===== src/rtl/mul_div_unit_if.sv =====
// rtl/mul_div_unit_if.sv - request/result bundle between control unit and mul_div_unit
//
// Purpose: groups the start/busy/done handshake, the operands and the
// Z-register result outputs of the multiply/divide unit.
// Signals:
//   start        request, sampled only while the unit is idle
//   op           0 = signed multiply, 1 = signed divide
//   a            operand A (Y register): multiplicand or dividend
//   b            operand B (bus): multiplier or divisor
//   busy         high from the accepting edge until done
//   done         one-cycle completion pulse
//   div_by_zero  set with done when a divide had a zero divisor
//   zhi / zlo    product high/low, or remainder/quotient
// Modports: master = control unit side, slave = mul_div_unit side.
interface mul_div_unit_if #(
  parameter int WIDTH = 32
);
  logic             start;
  logic             op;
  logic [WIDTH-1:0] a;
  logic [WIDTH-1:0] b;
  logic             busy;
  logic             done;
  logic             div_by_zero;
  logic [WIDTH-1:0] zhi;
  logic [WIDTH-1:0] zlo;

  modport master (
    output start, op, a, b,
    input  busy, done, div_by_zero, zhi, zlo
  );

  modport slave (
    input  start, op, a, b,
    output busy, done, div_by_zero, zhi, zlo
  );
endinterface


===== src/rtl/mul_div_unit.sv =====
// rtl/mul_div_unit.sv - iterative signed multiply (radix-2 Booth) / restoring divide unit
//
// Purpose: computes a*b (2*WIDTH-bit product) or a/b (quotient truncated toward
// zero, remainder signed like the dividend) over WIDTH iteration cycles and
// writes the result to the Z register pair zhi/zlo.
// Ports:
//   clk    system clock, rising edge
//   clr_n  asynchronous active-low reset
//   bus    mul_div_unit_if.slave: start/op/a/b in, busy/done/div_by_zero/zhi/zlo out
module mul_div_unit #(
  parameter int WIDTH = 32
) (
  input logic           clk,
  input logic           clr_n,
  mul_div_unit_if.slave bus
);
  localparam int CW = $clog2(WIDTH);

  typedef enum logic [2:0] {IDLE, LOAD, CALC, FIX, DONE} state_t;

  state_t           state;
  logic             opr;
  logic [WIDTH-1:0] md;    // mul: multiplicand; div: |divisor| after LOAD
  logic [WIDTH-1:0] lo;    // mul: multiplier / product low; div: quotient
  logic [WIDTH:0]   acc;   // mul: product high (one guard bit); div: remainder
  logic             xb;    // Booth extra bit to the right of lo
  logic             qs;    // quotient sign
  logic             rs;    // remainder sign (dividend sign)
  logic             dz;    // divide-by-zero result pending for done
  logic [CW-1:0]    cnt;

  logic             busy_r;
  logic             done_r;
  logic             dbz_r;
  logic [WIDTH-1:0] zhi_r;
  logic [WIDTH-1:0] zlo_r;

  assign bus.busy        = busy_r;
  assign bus.done        = done_r;
  assign bus.div_by_zero = dbz_r;
  assign bus.zhi         = zhi_r;
  assign bus.zlo         = zlo_r;

  logic [WIDTH:0] md_x;
  logic [WIDTH:0] booth_sum;
  logic [WIDTH:0] rem_sh;
  logic [WIDTH:0] trial;

  always_comb begin
    // The guard bit on the high half keeps -(-2^(W-1)) representable.
    md_x = {md[WIDTH-1], md};
    case ({lo[0], xb})
      2'b01:   booth_sum = acc + md_x;
      2'b10:   booth_sum = acc - md_x;
      default: booth_sum = acc;
    endcase
    rem_sh = {acc[WIDTH-1:0], lo[WIDTH-1]};
    trial  = rem_sh - {1'b0, md};
  end

  always_ff @(posedge clk or negedge clr_n) begin
    if (!clr_n) begin
      state  <= IDLE;
      opr    <= 1'b0;
      md     <= '0;
      lo     <= '0;
      acc    <= '0;
      xb     <= 1'b0;
      qs     <= 1'b0;
      rs     <= 1'b0;
      dz     <= 1'b0;
      cnt    <= '0;
      busy_r <= 1'b0;
      done_r <= 1'b0;
      dbz_r  <= 1'b0;
      zhi_r  <= '0;
      zlo_r  <= '0;
    end else begin
      case (state)
        IDLE: begin
          done_r <= 1'b0;
          // A start overlapping the done pulse is dropped, not queued.
          if (bus.start && !done_r) begin
            md     <= bus.a;
            lo     <= bus.b;
            opr    <= bus.op;
            busy_r <= 1'b1;
            state  <= LOAD;
          end
        end
        LOAD: begin
          cnt <= CW'(WIDTH - 1);
          acc <= '0;
          xb  <= 1'b0;
          dz  <= 1'b0;
          if (!opr) begin
            state <= CALC;
          end else begin
            // Swap roles: md becomes |divisor|, lo becomes |dividend|.
            md <= lo[WIDTH-1] ? -lo : lo;
            lo <= md[WIDTH-1] ? -md : md;
            qs <= md[WIDTH-1] ^ lo[WIDTH-1];
            rs <= md[WIDTH-1];
            if (lo == '0) begin
              zhi_r <= md;
              zlo_r <= '1;
              dz    <= 1'b1;
              state <= DONE;
            end else begin
              state <= CALC;
            end
          end
        end
        CALC: begin
          if (!opr) begin
            acc <= {booth_sum[WIDTH], booth_sum[WIDTH:1]};
            lo  <= {booth_sum[0], lo[WIDTH-1:1]};
            xb  <= lo[0];
          end else begin
            lo  <= {lo[WIDTH-2:0], ~trial[WIDTH]};
            acc <= trial[WIDTH] ? rem_sh : trial;
          end
          if (cnt == '0) state <= FIX;
          else           cnt   <= cnt - 1'b1;
        end
        FIX: begin
          if (!opr) begin
            zhi_r <= acc[WIDTH-1:0];
            zlo_r <= lo;
          end else begin
            zhi_r <= rs ? -acc[WIDTH-1:0] : acc[WIDTH-1:0];
            zlo_r <= qs ? -lo : lo;
          end
          state <= DONE;
        end
        DONE: begin
          done_r <= 1'b1;
          busy_r <= 1'b0;
          dbz_r  <= dz;
          state  <= IDLE;
        end
        default: state <= IDLE;
      endcase
    end
  end
endmodule

===== src/flat_wrapper.sv =====
// flat-port wrapper written by rule: the top's interface ports become plain ports
module mul_div_unit_flat 
#(
  parameter int WIDTH = 32
)
  (clk, clr_n, bus_start, bus_op, bus_a, bus_b, bus_busy, bus_done, bus_div_by_zero, bus_zhi, bus_zlo);
  mul_div_unit_if #(.WIDTH(WIDTH)) bus_i ();
  input logic clk;
  input logic clr_n;
  input wire logic [$bits(bus_i.start)-1:0] bus_start;
  input wire logic [$bits(bus_i.op)-1:0] bus_op;
  input wire logic [$bits(bus_i.a)-1:0] bus_a;
  input wire logic [$bits(bus_i.b)-1:0] bus_b;
  output wire logic [$bits(bus_i.busy)-1:0] bus_busy;
  output wire logic [$bits(bus_i.done)-1:0] bus_done;
  output wire logic [$bits(bus_i.div_by_zero)-1:0] bus_div_by_zero;
  output wire logic [$bits(bus_i.zhi)-1:0] bus_zhi;
  output wire logic [$bits(bus_i.zlo)-1:0] bus_zlo;
  assign bus_i.start = bus_start;
  assign bus_i.op = bus_op;
  assign bus_i.a = bus_a;
  assign bus_i.b = bus_b;
  assign bus_busy = bus_i.busy;
  assign bus_done = bus_i.done;
  assign bus_div_by_zero = bus_i.div_by_zero;
  assign bus_zhi = bus_i.zhi;
  assign bus_zlo = bus_i.zlo;
  mul_div_unit #(.WIDTH(WIDTH)) u_core (.clk(clk), .clr_n(clr_n), .bus(bus_i));
endmodule

===== config.mk =====
export PLATFORM = sky130hd
export DESIGN_NAME = mul_div_unit_flat
export DESIGN_NICKNAME = d
export VERILOG_FILES = /design/src/rtl/mul_div_unit_if.sv /design/src/rtl/mul_div_unit.sv /design/src/flat_wrapper.sv
export SDC_FILE = /design/constraint.sdc
export NUM_CORES = 1
export LEC_CHECK = 0
export BUFFER_PORTS_ARGS = -buffer_cell sky130_fd_sc_hd__buf_4
export CORE_MARGIN = 2
export CORE_UTILIZATION = 37
export CTS_BUF_LIST = sky130_fd_sc_hd__clkbuf_16
export CTS_CLUSTER_SIZE = 25
export DETAILED_ROUTE_END_ITERATION = 8
export PLACE_DENSITY = 0.61
export SLEW_MARGIN = 25
export SYNTH_ARGS = -nofsm -noshare
export SYNTH_HDL_FRONTEND = slang
export SYNTH_SLANG_ARGS = --single-unit

===== constraint.sdc =====
create_clock -name clk -period 4.6 [get_ports clk]
set_clock_uncertainty 0.2 [all_clocks]
set_input_delay 0.92 -clock clk [delete_from_list [all_inputs] [get_ports clk]]
set_output_delay 0.92 -clock clk [all_outputs]
set_load 0.05 [all_outputs]

==> flow_summary.yaml <==
run_status:
  status: "completed"
synthesis:
  ys.flop_type: "dfrtp_1"
  yosysTopAreaCellShare_pct: 29.36
  yosys-top-cells-area: "dfrtp_1, a21oi_1, xnor2_1"
  yosys.cell_types.count: 77
  yosysSeqAreaShare_pct: 29.36
  yosys_warnings: 0
  synth_edf_count: 0
  syn-num-nets: 2107
  netlist_area_sq_mm: 0.01509
  async_reset_ff_share_pct: 100.0
  syn_area_per_cell_sq_um: 7.682
  synthCells: 1964
  synth-seq-cells: 177
  synth_area_leader_cell: "dfrtp_1"
drt:
  dr.pass1.iters: 6
  route.vias.total: 15000
  drt_iter0_drc: 1546
  wl_per_cell_um: 20.87
  route.met3.wl_um: 3179
  ant_nets: 0
  met1Wirelength_um: 23520
  via_per_inst: 5.808
  drcViolationCount: 0
  met2_length_um: 25840
  top_layer_used: "met4"
  drt_wl_total_um: 53890
floorplan:
  dieArea_sq_mm: 0.04241
  core_area_sq_mm: 0.04001
  io_pins: 135
  die-width_um: 205.9
  dieHeight_um: 205.9
  row_count: 73
  start_util_pct: 37.71
final_layout:
  n_antenna_cell: 0
  syn_to_final_growth_pct: 16.26
  final_cell_mix: "a21oi_1, nor2_1, buf_4, nand2_1, dfrtp_1"
  drive_above_1_share_pct: 14.34
  final_common_cell: "a21oi_1"
  final_nets: 2187
critical_path:
  cp_max_fo: 8
  start_kind: "flop"
  startpoint: "u_core.md[0]$_DFFE_PN0P_"
  worstReg2RegEnd: "u_core.acc[31]$_DFFE_PN0N_"
  r2r_slack_ns: 0.27
  path_delay_family: "simple AND/OR/NAND/NOR gates"
  cp-endpoint: "u_core.acc[31]$_DFFE_PN0N_"
  worst-path-buf-inv: 3
  worstPathRequired_ns: 4.73
  timing.rr.start: "u_core.md[0]$_DFFE_PN0P_"
  cp.arrival_ns: 4.45
  rr_worst_depth: 19
  cpMaxStageDelayCell: "dfrtp_2"
  end_kind: "flop"
  slowest_delay_ns: 0.47
  path_depth: 19
  cp_cell_sequence: "inv_1, ha_1, nor3b_4, nand2_1, buf_4, nor2_1, buf_4, nand4_1, nor2b_1, xnor2_1, ha_1, nand4_1, nor2_2, a2111oi_1, o21ai_0, o22ai_1, xnor2_1, mux2i_1, a211o_1"
  path_class: "flop to flop"
clocking:
  cts_hold_buf: 0
  cts_resized: 0
  post_cts_buffers: 0
  cts_tree: "yes"
  cts.sinks: 177
  cts_made_buffers: 17
  cts.clk_slew.worst_paths_ns: 0.07
  htreeDepth: 4
  clock_latency_ns: 0.46
  root_buffer: "clkbuf_16"
  cts_buffer_depth: 2
placed_design:
  gp_congestion: 0.9085
  hpwl_um: 40650
  place_ws_ns: 0.1051
  port_buffers: 134
timing:
  finalHoldViolCount: 0
  fin_crit_sh_pct: 94.06
  setup_viol: 0
  maxSlewViolCount: 0
  setup_ws_ns: 0.2733
  period_needed_ns: 4.327
  tightest_slew_ns: 1.008
  fmax_mhz: 231.1
  tns_ns: 0
  slew_headroom_pct: 32.21
global_routing:
  grt_pass1_vias: 14510
  antenna_found_initial: 0
  grtUsageTotal_pct: 25.46
  grt_overflow: 0
  grt_max_degree: 80
  grt_first_pass_wirelength_um: 83290
min_path:
  hold_path_class: "input pin to asynchronous set/reset pin"
flow_run:
  drv_cap: 0
-- per-stage QoR --
step,hold WS [ns],cells,area (sq um),utilization (%)
2_1_floorplan,0.2421,1964,15090,-
3_3_place_gp,0.2639,2549,16830,42.07
3_5_place_dp,0.2651,2549,16830,42.07
4_1_cts,0.2827,2581,17400,43.50
5_1_grt,0.3050,2582,17540,43.85
6_report,0.2634,2582,17540,43.85
-- synthesized netlist by cell type (18+ instances only) --
master,n
a31oi_1,20
xor2_1,85
a21oi_1,234
dfrtp_1,177
ha_1,73
nor2_1,220
nor3_1,36
or3_1,18
o211ai_1,20
o31ai_1,27
clkbuf_1,135
a21o_1,24
a221oi_1,34
mux2i_1,46
inv_1,59
xnor2_1,113
nand2b_1,28
nand2_1,212
o21ai_0,168
nand3_1,26
-- per-layer routing --
layer / up-vias / global-route usage, %
li1: 7125 / -
met1: 7242 / 34.30
met2: 549 / 42.39
met3: 81 / 3.390
met4: 0 / 7.704
met5: - / 0
-- flip-flops by register name (all words and copies together) (netlist names), 3 cells and up --
name,count
u_core.lo,32
u_core.bus.zhi,32
u_core.bus.zlo,32
u_core.cnt,5
u_core.state,3
u_core.md,32
u_core.acc,33
-- cell type report --
cell class | count | area [sq um]
fill | 4017 | 22470
inverter | 61 | 234.0
clock buffer | 17 | 425.4
tap | 525 | 656.9
sequential | 177 | 4433
multi-input combinational | 1568 | 9951
timing repair buffer | 219 | 1695
clock inverter | 15 | 145.1
-- cells by family after synthesis --
group | synth area share (%)
AOI/OAI and AO/OA | 25.60
and+or+nand+nor | 18.10
buffers and inverters | 5.772
xor gates and xnor gates | 11.49
DFF | 29.36
adders and majority gates | 6.319
muxes | 3.350
-- worst reg2reg max path: cells and delay by family (launching register included) --
| kind | cells | cell delay [ns] |
|---|---|---|
| buffers and inverters | 3 | 0.44 |
| flip-flops | 1 | 0.47 |
| multiplexers | 1 | 0.14 |
| AND/OR/NAND/NOR | 7 | 1.19 |
| AO/OA/AOI/OAI | 4 | 0.94 |
| XOR/XNOR | 2 | 0.34 |
| adder cells (fa/ha/maj) | 2 | 0.50 |
-- how the worst min path moves through the flow --
stage	to	slack [ns]	cells after the start
after detailed placement	u_core.dz$_DFFE_PN0P_	0.27	2
after floorplan	u_core.dz$_DFFE_PN0P_	0.24	2
after global routing	u_core.bus.zhi[18]$_DFFE_PN0P_	0.31	1
after CTS	u_core.dz$_DFFE_PN0P_	0.28	2
final	u_core.bus.zhi[18]$_DFFE_PN0P_	0.26	1
after global placement	u_core.dz$_DFFE_PN0P_	0.26	2
Power is not shown: default switching activity piles up to over one toggle a cycle in this logic, so the estimate is an artifact.
